<file path="src/rtl/genius_sequence_player_pkg.sv">
// Shared definitions for the Genius sequence player: colour codes, state encoding.
// Pure declarations, no timing.
// Not applicable (no handshake).
package genius_sequence_player_pkg;

  localparam logic [3:0] CODE_OFF    = 4'b0000;
  localparam logic [3:0] CODE_RED    = 4'b0001;
  localparam logic [3:0] CODE_GREEN  = 4'b0010;
  localparam logic [3:0] CODE_BLUE   = 4'b0100;
  localparam logic [3:0] CODE_YELLOW = 4'b0011;

  typedef enum logic [2:0] {
    S_IDLE,
    S_APPEND,
    S_SHOW,
    S_GAP,
    S_DONE
  } state_t;

  // Map a stored 2-bit colour index to the VGA driver's colour code
  function automatic logic [3:0] idx_to_code(input logic [1:0] idx);
    logic [3:0] code;
    case (idx)
      2'b00:   code = CODE_RED;
      2'b01:   code = CODE_GREEN;
      2'b10:   code = CODE_BLUE;
      default: code = CODE_YELLOW;
    endcase
    return code;
  endfunction

endpackage

</file>
<file path="src/rtl/genius_sequence_player_lfsr16.sv">
// 16-bit Fibonacci LFSR (taps 16,14,13,11) supplying random colour indices.
// New value visible one cycle after advance is sampled high.
// Holds its value whenever advance is low.
module lfsr16 #(
  parameter logic [15:0] SEED = 16'h0001
) (
  input  logic        clock,
  input  logic        reset,
  input  logic        advance,
  output logic [15:0] value
);

  // An all-zero state would lock the register up, so a zero seed is remapped
  localparam logic [15:0] SEED_EFF = (SEED == 16'h0000) ? 16'h0001 : SEED;

  logic [15:0] r_value;

  // Shift left, feeding back the XOR of bits 16,14,13,11 (1-based)
  always_ff @(posedge clock) begin
    if (reset) begin
      r_value <= SEED_EFF;
    end else if (advance) begin
      r_value <= {r_value[14:0], r_value[15] ^ r_value[13] ^ r_value[12] ^ r_value[10]};
    end
  end

  assign value = r_value;

endmodule

</file>
<file path="src/rtl/genius_sequence_player.sv">
// Stores the Genius colour sequence, appends one random colour per round, and flashes it to the VGA driver.
// start in IDLE at T -> busy at T+1, first flash at T+2, done at T+2+seq_len*(ON_TICKS+OFF_TICKS).
// start/clear are ignored while a round is running; there is no queuing.
module genius_sequence_player #(
  parameter int          MAX_LEN   = 32,
  parameter int          ON_TICKS  = 25000000,
  parameter int          OFF_TICKS = 12500000,
  parameter logic [15:0] LFSR_SEED = 16'h0001
) (
  input  logic       clock,
  input  logic       reset,
  input  logic       start,
  input  logic       clear,
  output logic       busy,
  output logic       done,
  output logic       full,
  output logic [6:0] seq_len,
  output logic [3:0] signal,
  output logic       enable,
  input  logic [5:0] rd_addr,
  output logic [3:0] rd_code
);

  import genius_sequence_player_pkg::*;

  localparam int AW    = (MAX_LEN > 1) ? $clog2(MAX_LEN) : 1;
  localparam int TMAX  = (ON_TICKS > OFF_TICKS) ? ON_TICKS : OFF_TICKS;
  localparam int TW    = (TMAX > 1) ? $clog2(TMAX + 1) : 1;
  localparam logic [TW-1:0] ON_LAST  = TW'(ON_TICKS - 1);
  localparam logic [TW-1:0] OFF_LAST = TW'(OFF_TICKS - 1);

  state_t        r_state, w_next_state;
  logic [AW-1:0] r_idx, w_next_idx;
  logic [TW-1:0] r_tick, w_next_tick;
  logic [6:0]    r_seq_len;
  logic          r_full;
  logic [1:0]    r_mem [MAX_LEN];
  logic          r_busy, r_done, r_enable;
  logic [3:0]    r_signal;

  logic          w_append;
  logic          w_seq_clr;
  logic          w_lfsr_adv;
  logic          w_last_idx;
  logic [1:0]    w_show_idx;
  logic [15:0]   w_lfsr;
  logic [13:0]   w_unused_lfsr;

  assign w_unused_lfsr = w_lfsr[15:2];
  assign w_last_idx    = ({{(7-AW){1'b0}}, r_idx} == (r_seq_len - 7'd1));

  lfsr16 #(.SEED(LFSR_SEED)) u_lfsr (
    .clock   (clock),
    .reset   (reset),
    .advance (w_lfsr_adv),
    .value   (w_lfsr)
  );

  // FSM state register
  always_ff @(posedge clock) begin
    if (reset) r_state <= S_IDLE;
    else       r_state <= w_next_state;
  end

  // Next-state, flash index/tick and append/clear/LFSR control
  always_comb begin
    w_next_state = r_state;
    w_next_idx   = r_idx;
    w_next_tick  = r_tick;
    w_append     = 1'b0;
    w_seq_clr    = 1'b0;
    w_lfsr_adv   = 1'b0;
    case (r_state)
      S_IDLE: begin
        w_lfsr_adv = !start;
        if (clear)      w_seq_clr    = 1'b1;
        else if (start) w_next_state = S_APPEND;
      end
      S_APPEND: begin
        // When the memory is full the stored sequence is replayed untouched
        w_append     = (r_seq_len < 7'(MAX_LEN));
        w_lfsr_adv   = w_append;
        w_next_idx   = '0;
        w_next_tick  = '0;
        w_next_state = S_SHOW;
      end
      S_SHOW: begin
        if (r_tick == ON_LAST) begin
          w_next_tick  = '0;
          w_next_state = S_GAP;
        end else begin
          w_next_tick = r_tick + TW'(1);
        end
      end
      S_GAP: begin
        if (r_tick == OFF_LAST) begin
          w_next_tick = '0;
          if (w_last_idx) begin
            w_next_state = S_DONE;
          end else begin
            w_next_idx   = r_idx + AW'(1);
            w_next_state = S_SHOW;
          end
        end else begin
          w_next_tick = r_tick + TW'(1);
        end
      end
      S_DONE:  w_next_state = S_IDLE;
      default: w_next_state = S_IDLE;
    endcase
  end

  // Colour index for the next flash; bypasses the entry being written this cycle
  always_comb begin
    w_show_idx = r_mem[w_next_idx];
    if (w_append && (w_next_idx == r_seq_len[AW-1:0])) w_show_idx = w_lfsr[1:0];
  end

  // Flash index and tick counter
  always_ff @(posedge clock) begin
    if (reset) begin
      r_idx  <= '0;
      r_tick <= '0;
    end else begin
      r_idx  <= w_next_idx;
      r_tick <= w_next_tick;
    end
  end

  // Sequence length and full flag (full lags seq_len by one cycle)
  always_ff @(posedge clock) begin
    if (reset) begin
      r_seq_len <= '0;
      r_full    <= 1'b0;
    end else begin
      r_full <= (r_seq_len == 7'(MAX_LEN));
      if (w_seq_clr)     r_seq_len <= '0;
      else if (w_append) r_seq_len <= r_seq_len + 7'd1;
    end
  end

  // Sequence memory; entries beyond seq_len are never observed, so no reset
  always_ff @(posedge clock) begin
    if (w_append) r_mem[r_seq_len[AW-1:0]] <= w_lfsr[1:0];
  end

  // Registered outputs, decoded from the state being entered
  always_ff @(posedge clock) begin
    if (reset) begin
      r_busy   <= 1'b0;
      r_done   <= 1'b0;
      r_enable <= 1'b0;
      r_signal <= CODE_OFF;
    end else begin
      r_busy   <= (w_next_state == S_APPEND) || (w_next_state == S_SHOW) || (w_next_state == S_GAP);
      r_done   <= (w_next_state == S_DONE);
      r_enable <= (w_next_state == S_SHOW);
      r_signal <= (w_next_state == S_SHOW) ? idx_to_code(w_show_idx) : CODE_OFF;
    end
  end

  assign busy    = r_busy;
  assign done    = r_done;
  assign enable  = r_enable;
  assign signal  = r_signal;
  assign seq_len = r_seq_len;
  assign full    = r_full;
  assign rd_code = ({1'b0, rd_addr} < r_seq_len) ? idx_to_code(r_mem[rd_addr[AW-1:0]]) : CODE_OFF;

endmodule
</file>
<file path="config.mk">
export PLATFORM = sky130hd
export DESIGN_NAME = genius_sequence_player
export DESIGN_NICKNAME = d
export VERILOG_FILES = /design/src/rtl/genius_sequence_player_pkg.sv /design/src/rtl/genius_sequence_player_lfsr16.sv /design/src/rtl/genius_sequence_player.sv
export SDC_FILE = /design/constraint.sdc
export NUM_CORES = 1
export LEC_CHECK = 0
export ABC_CLOCK_PERIOD_IN_PS = 8200
export CAP_MARGIN = 40
export CELL_PAD_IN_SITES_DETAIL_PLACEMENT = 0
export CELL_PAD_IN_SITES_GLOBAL_PLACEMENT = 1
export CORE_ASPECT_RATIO = 0.6
export CORE_MARGIN = 2
export CORE_UTILIZATION = 53
export CTS_CLUSTER_DIAMETER = 200
export DETAILED_ROUTE_END_ITERATION = 10
export GPL_TIMING_DRIVEN = 0
export PLACE_DENSITY_LB_ADDON = 0.1
export SETUP_SLACK_MARGIN = 0.15
export SLEW_MARGIN = 20
export SYNTH_ARGS = -nofsm -noshare
export SYNTH_HDL_FRONTEND = slang
export SYNTH_SLANG_ARGS = --single-unit
</file>
<file path="constraint.sdc">
create_clock -name clock -period 8.2 [get_ports clock]
set_input_delay 0.82 -clock clock [delete_from_list [all_inputs] [get_ports clock]]
set_output_delay 0.82 -clock clock [all_outputs]
set_load 0.03 [all_outputs]
</file>
==> qor.csv <==
metric,value,unit
crit-path max cell delay,0.66,ns
design area,7750,um2
largest net degree at the start of global routing,23,
CTS root buffer,clkbuf_16,
syn avg cell area,11.0,um2
Min-Delay Endpoint,u_lfsr.value[9],
mean routed wirelength per cell,21.2,um
clock buffer depth,2,
# diodes,0,
Stages on worst setup path,9,
worst clock skew,0.0115,ns
asr flop ratio synth,0,%
WS Path Type,input pin to primary output,
dpl hpwl,12800,um
Crit Reg-Reg Endpoint,signal[0],
R2R Setup Slk,3.06,ns
Worst slew margin,39.8,%
Power Total,1.59,mW
CTS tree,done,
maximum VDD drop,0.150,mV
hold depth,2,
final net count,674,
via count,5228,
first-pass GRT wire length,27300,um
most frequent cells after synthesis,"nor2_1 (93), edfxtp_1 (64), dfxtp_1 (63)",
Die X,148,um
Worst path slowest cell,clkbuf_1,
crit path DAT,4.86,ns
Area growth syn-to-layout,17.0,%
synth unique cells,69,
max-slew violations,0,
total CTS buffers,17,
die area,13400,um2
Placed Area,7120,um2
critical path's top delay family,buffers and inverters,
Post-synth top flop,edfxtp_1,
CP endpoint kind,primary output,
MaxCap Viol Count,0,
input/output buffers,24,
Vias/cell,6.31,
total negative slack,0,ns
HP Start,u_lfsr.value[8],
yosys warns,0,
P per Cell Area,205,nW/um2
final hold violation count,0,
synth top area cells,"edfxtp_1 (29%), dfxtp_1 (19%), mux4_2 (8.5%), mux2i_1 (5.4%), nor2_1 (5.3%)",
crit start category,input pin,
fin util,63.8,%
RD Place Congestion,0.860,
GRT overflow,0,
worst r2r path cells,16,
Clock Latency Late Sink,0.41,ns
Pre-antenna DRT Iters,4,
initial core utilization,54.6,%
row count,31,
Syn Std Cell Area,6620,um2
final WL,17600,um
DRC,0,
Synth top area share,29.0,%
PostCTS Resize Cnt,0,
RSZ-0062 raised after global routing,false,
largest area contributor in the netlist,edfxtp_1,
die height,90.6,um
WP data required,7.38,ns
initial antenna violation count,0,
Num Clock Sinks,127,
setup repair bufs after CTS,0,
Synth Register Bits,127,
Post-DRT Antenna Nets,0,
"Seq/Total Area, Yosys",48.1,%
"count leader, synth",nor2_1,
Lkg Pwr,2.62,nW
Worst Hold Class,flop to flop,
Post-synth EDFFs,64,
CP cell instances,clkdlybuf4s50_1 -> clkbuf_1 -> clkbuf_1 -> mux4_2 -> mux4_2 -> mux2i_1 -> ha_1 -> nor2b_1 -> clkdlybuf4s50_1,
status,"complete, no violations",
Worst Max-Slew Pin Slew,0.903,ns
core area,12100,um2
post-layout minimum cycle time,5.68,ns
post-synthesis cell count,604,
fraction of layout cells with a size suffix above 1,12.0,%
DRT iter0 DRCs,559,
CP bufs+invs,4,
I/O pin total,29,
htree depth,4,
critical-path maximum fanout,10,
Post-CTS Hold Fix Bufs,0,
vias in the first global route,4743,
fin crit share,69.2,%
maximum clock frequency,176,MHz
Final Setup Violations,0,
GRT Total Usage,27.2,%
clock transition at the registers of the reported paths,0.06,ns
r2r startpoint,seq_len[0],
-- state kept, by name (all words and copies together) (netlist names) --
| signal | count |
|---|---|
| seq_len | 7 |
| enable | 1 |
| r_mem | 64 |
| r_state | 3 |
| u_lfsr.value | 16 |
| r_tick | 25 |
| full | 1 |
| busy | 1 |
| signal | 3 |
| r_idx | 5 |
| done | 1 |
-- layer usage --
metal	vias to the layer above	wire [um]	GRT usage, %
met3	18	1940	7.88
met4	0	201	7.06
met1	2553	8670	44.6
met5	-	0	0
met2	282	6780	34.1
li1	2375	-	-
-- worst max-delay path by stage --
stage                     startpoint    endpoint  slack [ns]
after CTS                 rd_addr[1]  rd_code[0]        2.51
after floorplan           rd_addr[0]  rd_code[0]        3.81
after global routing      rd_addr[1]  rd_code[0]        2.32
after detailed placement  rd_addr[1]  rd_code[0]        2.52
after global placement    rd_addr[1]  rd_code[0]        2.50
final                     rd_addr[1]  rd_code[0]        2.52
-- logic make-up (layout without fill, tap and decap cells) --
group | Yosys count | after routing | share of synthesized area (%)
simple gates | 231 | 231 | 17.9
xor+xnor | 13 | 13 | 1.72
other cells | 1 | 2 | 0.0566
flops | 127 | 127 | 48.1
compound gates | 102 | 102 | 10.3
buf+inv | 46 | 105 | 2.98
fa+ha+maj | 13 | 13 | 2.46
mux | 71 | 71 | 16.5
-- worst register-to-register path, stage by stage (launching register included) --
cell and delay (ns):
dfxtp_1 0.34, clkbuf_1 0.22, inv_1 0.19, ha_1 0.32, or4b_4 0.54, nor4b_4 0.25, o311ai_2 0.21, o21ai_4 0.32
mux2i_4 0.58, buf_6 0.27, mux2i_1 0.28, mux2i_1 0.10, mux2_2 0.29, a221oi_1 0.53, and2_1 0.22, ha_1 0.23
and3_1 0.14
-- metrics by stage --
stage               setup WS (ns)  hold slack, ns  instances
floorplan                    3.81           0.460        605
global placement             2.50           0.474        794
detailed placement           2.52           0.480        796
CTS                          2.51           0.494        828
global route                 2.32           0.511        829
finish                       2.52           0.493        829
-- layout make-up --
| class | count | area (um2) |
|---|---|---|
| Tap cell | 165 | 206 |
| Buffer | 35 | 156 |
| Clock inverter | 13 | 194 |
| Inverter | 11 | 41.3 |
| Clock buffer | 19 | 433 |
| Timing Repair Buffer | 27 | 288 |
| Sequential cell | 127 | 3180 |
| Multi-Input combinational cell | 432 | 3250 |
| Fill cell | 961 | 4390 |
-- where the power goes --
group	total (mW)	switching, mW	internal (mW)	leakage (nW)
Clock	0.807	0.272	0.535	0.306
Sequential	0.682	0.00687	0.675	1.09
Combinational	0.102	0.0617	0.0405	1.23
-- placed cells by master, fill, tap and decap left out, types with 4 or more instances in the layout --
master and n:
nor3_1 6, clkinv_2 4, clkbuf_16 17, inv_1 10, and2_1 9, bufinv_16 5
clkbuf_1 29, nor2_1 93, mux2_2 6, o21ai_0 27, nand2_1 24, edfxtp_1 64
xnor2_1 11, nand3_1 20, nand2b_1 4, mux4_2 25, nor4_1 11, ha_1 13
buf_4 4, mux2i_1 36, dfxtp_1 63, nand4_1 10, clkdlybuf4s50_1 24, a21oi_1 33
nor3b_1 11, nor2b_1 11, and3_1 10, or3_1 9
No activity file was read; power rests on OpenSTA's default activity.
